[src/rtl/window_gen_3x3.sv]
// Streaming 3x3 sliding-window generator for raster-order pixels.
// Two line buffers supply rows r-2 and r-1; a 3x3 shift register holds the
// live window. A registered copy of the window, its centre coordinates and a
// frame-done flag are presented one cycle after each accept that completes a
// full window.
module window_gen_3x3 #(
  parameter int unsigned ELEMENT_WIDTH = 32,
  parameter int unsigned IMG_WIDTH     = 16,
  parameter int unsigned IMG_HEIGHT    = 16
) (
  input  logic                            clk,
  input  logic                            rst,
  input  logic                            t,
  input  logic [ELEMENT_WIDTH-1:0]        pixel_in,
  output logic                            t_out,
  output logic [9*ELEMENT_WIDTH-1:0]      win_data,
  output logic [$clog2(IMG_HEIGHT)-1:0]   center_row,
  output logic [$clog2(IMG_WIDTH)-1:0]    center_col,
  output logic                            frame_done
);

  localparam int unsigned RowW = $clog2(IMG_HEIGHT);
  localparam int unsigned ColW = $clog2(IMG_WIDTH);

  localparam logic [RowW-1:0] RowLast = RowW'(IMG_HEIGHT - 1);
  localparam logic [RowW-1:0] RowOne  = RowW'(1);
  localparam logic [RowW-1:0] RowMin  = RowW'(2);
  localparam logic [ColW-1:0] ColLast = ColW'(IMG_WIDTH - 1);
  localparam logic [ColW-1:0] ColOne  = ColW'(1);
  localparam logic [ColW-1:0] ColMin  = ColW'(2);

  typedef logic [ELEMENT_WIDTH-1:0] elem_t;
  // Element (i,j) lives at index 3*i+j, matching the win_data bit layout.
  typedef logic [8:0][ELEMENT_WIDTH-1:0] win_t;

  // Line buffers: lb1 holds row r-1, lb0 holds row r-2. Not reset.
  elem_t lb0_q [IMG_WIDTH];
  elem_t lb1_q [IMG_WIDTH];
  elem_t lb_a, lb_b;

  logic [RowW-1:0] row_q, row_d;
  logic [ColW-1:0] col_q, col_d;
  win_t            win_q, win_d;

  logic            t_out_q, t_out_d;
  win_t            win_data_q, win_data_d;
  logic [RowW-1:0] center_row_q, center_row_d;
  logic [ColW-1:0] center_col_q, center_col_d;
  logic            frame_done_q, frame_done_d;

  // Next-state: window shift, raster counters and registered output capture.
  always_comb begin
    lb_a         = lb0_q[col_q];
    lb_b         = lb1_q[col_q];
    win_d        = win_q;
    row_d        = row_q;
    col_d        = col_q;
    t_out_d      = 1'b0;
    frame_done_d = 1'b0;
    win_data_d   = win_data_q;
    center_row_d = center_row_q;
    center_col_d = center_col_q;

    if (t) begin
      for (int i = 0; i < 3; i++) begin
        win_d[3*i]     = win_q[3*i + 1];
        win_d[3*i + 1] = win_q[3*i + 2];
      end
      win_d[2] = lb_a;
      win_d[5] = lb_b;
      win_d[8] = pixel_in;

      if (col_q == ColLast) begin
        col_d = '0;
        row_d = (row_q == RowLast) ? '0 : row_q + RowOne;
      end else begin
        col_d = col_q + ColOne;
      end

      // c >= 2 masks stale columns from the previous row; r >= 2 masks
      // stale line-buffer contents from the previous frame or reset.
      if (row_q >= RowMin && col_q >= ColMin) begin
        t_out_d      = 1'b1;
        frame_done_d = (row_q == RowLast) && (col_q == ColLast);
        win_data_d   = win_d;
        center_row_d = row_q - RowOne;
        center_col_d = col_q - ColOne;
      end
    end
  end

  // Line-buffer update: read-before-write on the same column address.
  always_ff @(posedge clk) begin
    if (t) begin
      lb0_q[col_q] <= lb_b;
      lb1_q[col_q] <= pixel_in;
    end
  end

  // Counters, window shift register and output registers.
  always_ff @(posedge clk or negedge rst) begin
    if (!rst) begin
      row_q        <= '0;
      col_q        <= '0;
      win_q        <= '0;
      t_out_q      <= 1'b0;
      win_data_q   <= '0;
      center_row_q <= '0;
      center_col_q <= '0;
      frame_done_q <= 1'b0;
    end else begin
      row_q        <= row_d;
      col_q        <= col_d;
      win_q        <= win_d;
      t_out_q      <= t_out_d;
      win_data_q   <= win_data_d;
      center_row_q <= center_row_d;
      center_col_q <= center_col_d;
      frame_done_q <= frame_done_d;
    end
  end

  assign t_out      = t_out_q;
  assign win_data   = win_data_q;
  assign center_row = center_row_q;
  assign center_col = center_col_q;
  assign frame_done = frame_done_q;

endmodule

[config.mk]
export PLATFORM = sky130hd
export DESIGN_NAME = window_gen_3x3
export DESIGN_NICKNAME = d
export VERILOG_FILES = /design/src/rtl/window_gen_3x3.sv
export SDC_FILE = /design/constraint.sdc
export NUM_CORES = 1
export LEC_CHECK = 0
export CAP_MARGIN = 20
export CORE_MARGIN = 5
export CORE_UTILIZATION = 26
export CTS_BUF_LIST = sky130_fd_sc_hd__clkbuf_4
export DETAILED_ROUTE_END_ITERATION = 12
export PLACE_DENSITY = 0.39
export SLEW_MARGIN = 20
export SYNTH_ARGS = -nofsm -noshare
export SYNTH_HDL_FRONTEND = slang
export SYNTH_SLANG_ARGS = --single-unit
[constraint.sdc]
create_clock -name clk -period 19.2 [get_ports clk]
set_clock_uncertainty 0.15 [all_clocks]
set_input_delay 5.76 -clock clk [delete_from_list [all_inputs] [get_ports clk]]
set_output_delay 5.76 -clock clk [all_outputs]
set_load 0.02 [all_outputs]
Yosys cells after proc, flatten, opt, wreduce, memory -nomap -nowiden
Memory sizes are Yosys's and may differ from the RTL's.
Index checks and enable logic that the tools add are counted.
W data, S select, Z words.
{"block": "word_totals", "word_cells": 43, "memories": 2, "mem_bits_rw": 1024, "out_inout_bits": 298, "input_bits": 35, "ff_bits": 498}
{"block": "op_classes", "n_eq_ne": 2, "magnitude_cmp": 2, "n_addsub": 4, "reduce_logical": 4, "muxes": 8}
{"name": "lb0_q", "words": 16, "width": 32, "rd": 1, "rd_clocked_by_memory_dff": 0, "wr": 1, "line": "37", "text": "elem_t lb0_q [IMG_WIDTH];"}
{"name": "lb1_q", "words": 16, "width": 32, "rd": 1, "rd_clocked_by_memory_dff": 0, "wr": 1, "line": "38", "text": "elem_t lb1_q [IMG_WIDTH];"}
{"cell": "$add A4 B1 Y4 const B", "n": 2}
{"cell": "$eq A4 B4 Y1 const B", "n": 2}
{"cell": "$ge A4 B2 Y1 const B", "n": 2}
{"cell": "$mux W4", "n": 2}
{"cell": "$sub A4 B1 Y4 const B", "n": 2}
{"cell": "$mux W1", "n": 6}
{"cell": "$reduce_and A2 Y1", "n": 2}
{"cell": "$logic_and A1 B1 Y1", "n": 2}

Logic depth before layout (Yosys ltp)
{"block": "depth", "depth_word": 4, "ltp_mapped": 11, "depth_no_buf": 6}

Worst setup path after synthesis
Ideal clock, no wire load.
{"block": "synth_path", "path_type": "input -> register", "startpoint": "in t", "endpoint": "mem lb0_q[3][0] (netlist name), enable pin", "required_time_ns": 18.485, "cell_stages": 5, "n_path_buf": 3, "setup_time_ns": 0.565, "setup_slack_ns": 7.488, "t_arrival_ns": 10.997, "path_cell_list": "buf_2 -> clkbuf_1 -> clkbuf_1 -> nand2_1 -> nor3_1"}
{"block": "synth_via", "elab_chain_cells": 2}
{"element": "start, declared", "line": "13", "text": "input logic t,"}
{"element": "$mux W1", "line": "94", "text": "if (t) begin"}
{"element": "$mux W1 (implied by the code)", "line": "95", "text": "lb0_q[col_q] <= lb_b;"}
{"element": "end, declared", "line": "37"}
No other way between the ends.

Worst setup path in the final report
{"block": "layout_path", "startpoint": "reg win_data_q, in the netlist win_data[94]", "endpoint": "out win_data[94]"}
{"element": "start, declared", "line": "46", "text": "win_t win_data_q, win_data_d;"}
{"element": "start signal, assigned", "line": "116", "text": "win_data_q <= win_data_d;"}
{"element": "end, declared", "line": "16", "text": "output logic [9*ELEMENT_WIDTH-1:0] win_data,"}
No word-level cell between the ends.

==> impl_metrics.csv <==
group,metric,value,unit
placed_design,placed_area,64900,µm²
timing,fin_crit,8.48,ns
die,dieArea,233000,µm²
global_route,grt_antenna_before_repair,6,
cts,clk_pin_slew_worst_paths,0.07,ns
power,p_per_area,177,nW/µm²
global_route,grt_max_degree,141,
synthesis,synth_area_leaders,"edfxtp_1 53%, dfrtp_1 21%, mux4_2 9.9%",
power,leakagePower,24.4,nW
cts,cts-root-buf,"clkbuf_4",
die,ios,333,
route,wl,170,mm
die,die_h,482,µm
timing,drv_slew,0,
cells_and_area,n_fill_cell,21800,
synthesis,syn_inst,2812,
route,drcViolationCount,0,
placed_design,io_buffers,332,
critical_path,worstSetupPathDepth,1,
cts,insertion_delay,1.33,ns
cts,cts_setup_buffers,0,
flow_run,drv_cap,0,
die,start_util,0.261,
power,power,12.5,mW
critical_path,crit_path_max_fanout,2,
route,drt-pass1-iter-count,5,
synthesis,yosys.area.top_type,"edfxtp_1",
critical_path,path_buf_inv,1,
placed_design,placed_cells,6015,
critical_path,critical-path-max-stage-delay,0.88,ns
cts,cts.hold.buffers_added,0,
timing,finalSetupTns,0,ns
cts,htree_levels,5,
cts,clockBufferDepth,4,
synthesis,syn_nets,2855,
cells_and_area,utilization,0.318,
critical_path,path_cells,"clkdlybuf4s50_1",
run_status,status,"finished, final reports clean",
critical_path,worstPathRequired,13.29,ns
global_route,grt_pass1_wl,244,mm
timing,min_period_over_period,0.442,
synthesis,ys_seq_elements,1522,
timing,slew_headroom,0.247,
synthesis,synth_edf_count,1024,
timing,grt_setup_unrepaired,"no",
global_route,grt_use_total,0.145,
critical_path,cp-start-kind,"register",
critical_path,r2r_cells,6,
synthesis,ys.flop_type,"edfxtp_1",
route,routed_via_density,4.52,
route,avgRoutedWirePerCell,25.0,µm
die,die_width,482,µm
synthesis,synth_area_per_cell,20.6,µm²
route,first_iter_violations,1864,
synthesis,ys_seq_area_frac,0.745,
cts,cts_tree,"yes",
timing,finalHoldViolCount,0,
power,ir_drop,0.0974,mV
timing,setup_viol,0,
synthesis,yosys.area.top_type_share,0.530,
global_route,grt_overflow_total,0,
worst_hold_path,hold_class,"reg -> reg",
cts,clkSinkCount,1522,
die,core,222000,µm²
critical_path,cpMaxStageDelayCell,"clkdlybuf4s50_1",
worst_hold_path,worstHoldPathCells,1,
placed_design,gp_congestion,0.680,
timing,max_freq,0.118,GHz
cells_and_area,multiInputGateArea,14000,µm²
synthesis,yosys_warnings,0,
synthesis,syn_area,58000,µm²
placed_design,hpwl,94.8,mm
synthesis,synth_async_sr_flop_share,0.327,
critical_path,worst_ep_arrival_time,2.57,ns
route,antenna_left,0,
critical_path,critPathTopFamily,"buffers and inverters",
global_route,grt_pass1_vias,33300,
timing,tightest_slew,1.13,ns
cells_and_area,final_area,70600,µm²
synthesis,ys_types,34,
cells_and_area,drive_above_1_share,0.391,
cts,cts-buffers-inserted,438,
critical_path,worstSetupPathType,"reg -> out",
cells_and_area,area.growth.synth_to_final,21.6,%
cells_and_area,regArea,43200,µm²
die,rows,173,
cts,cts-resized-gates,0,
critical_path,cp-end-kind,"primary output",
cells_and_area,nNetsFinal,3524,
cells_and_area,instances_no_fill,6792,
route,vias,30700,
## per-stage QoR
| stage | setup WS, ns | hold WS (ns) |
|---|---|---|
| floorplan | 7.49 | 0.325 |
| global placement | 9.49 | 0.336 |
| detailed placement | 9.44 | 0.337 |
| CTS | 10.47 | 0.244 |
| global route | 10.57 | 0.276 |
| finish | 10.72 | 0.259 |
## synthesized netlist by cell type (all sizes together) (2+ instances only)
library cell / instances
mux4: 256
o21ai: 6
a221oi: 128
inv: 8
mux2i: 66
nand4: 2
nor2: 77
nor3: 6
nand3: 2
xnor2: 7
nand2b: 3
edfxtp: 1024
dfrtp: 498
nand2: 12
a21oi: 106
mux2: 354
o22ai: 64
buf: 106
ha: 8
clkbuf: 72
## state kept, by name (all words and copies together) (netlist names)
signal	flops
lb0_q	512
lb1_q	512
win_data	288
win_q	192
center_col	4
center_row	4
col_q	4
row_q	4
frame_done	1
t_out	1
## logic make-up after synthesis
logic type                 synth area share
DFF                                   0.745
and+or+nand+nor                     0.00763
adders and majority gates           0.00172
xor gates and xnor gates            0.00106
muxes                                 0.185
buffers and inverters                0.0173
AOI/OAI and AO/OA                    0.0431
## final cells by class
class / count / area share
Antenna cell: 8 / 0.000284
Clock buffer: 678 / 0.0721
Clock inverter: 90 / 0.00686
Inverter: 9 / 0.000692
Multi-Input combinational cell: 1103 / 0.199
Sequential cell: 1522 / 0.613
Tap cell: 2975 / 0.0528
Timing Repair Buffer: 407 / 0.0560
## power by group
group / switching, mW / leakage (nW) / internal (mW) / total (mW)
registers: 0.440 / 14.8 / 4.59 / 5.03
logic: 2.59 / 6.28 / 1.85 / 4.45
clock network: 1.37 / 3.34 / 1.66 / 3.02
total: 4.40 / 24.4 / 8.10 / 12.5
## routing by layer
| layer | GRT usage | vias to the layer above | share of wire |
|---|---|---|---|
| met3 | 0.0410 | 281 | 0.062 |
| met5 | 0 | - | 0 |
| li1 | - | 13100 | - |
| met1 | 0.197 | 16400 | 0.45 |
| met4 | 0.0418 | 0 | 0.020 |
| met2 | 0.226 | 973 | 0.46 |
## worst paths after layout
kind / from / endpoint / slack, ns
worst max-delay path: win_data[94] / win_data[94] / 10.72
worst min register to register: win_q[34] / win_data[2] / 0.26
worst min-delay path: win_q[34] / win_data[2] / 0.26
worst max register to register: col_q[2] / lb0_q[0][24] / 13.75
min in group asynchronous: rst / win_data[49] / 4.28
max in group asynchronous: rst / win_data[224] / 11.84
## placed cells by master (no fill, tap or decap), drive strengths merged, types with 66 or more instances in the layout
cell and n:
edfxtp 1024, mux4 256, nor2 77, a21oi 106, mux2 354, clkdlybuf4s50 330
mux2i 66, dfrtp 498, buf 77, clkbuf 678, clkinv 80, a221oi 128
(Power assumes the default switching activity.)
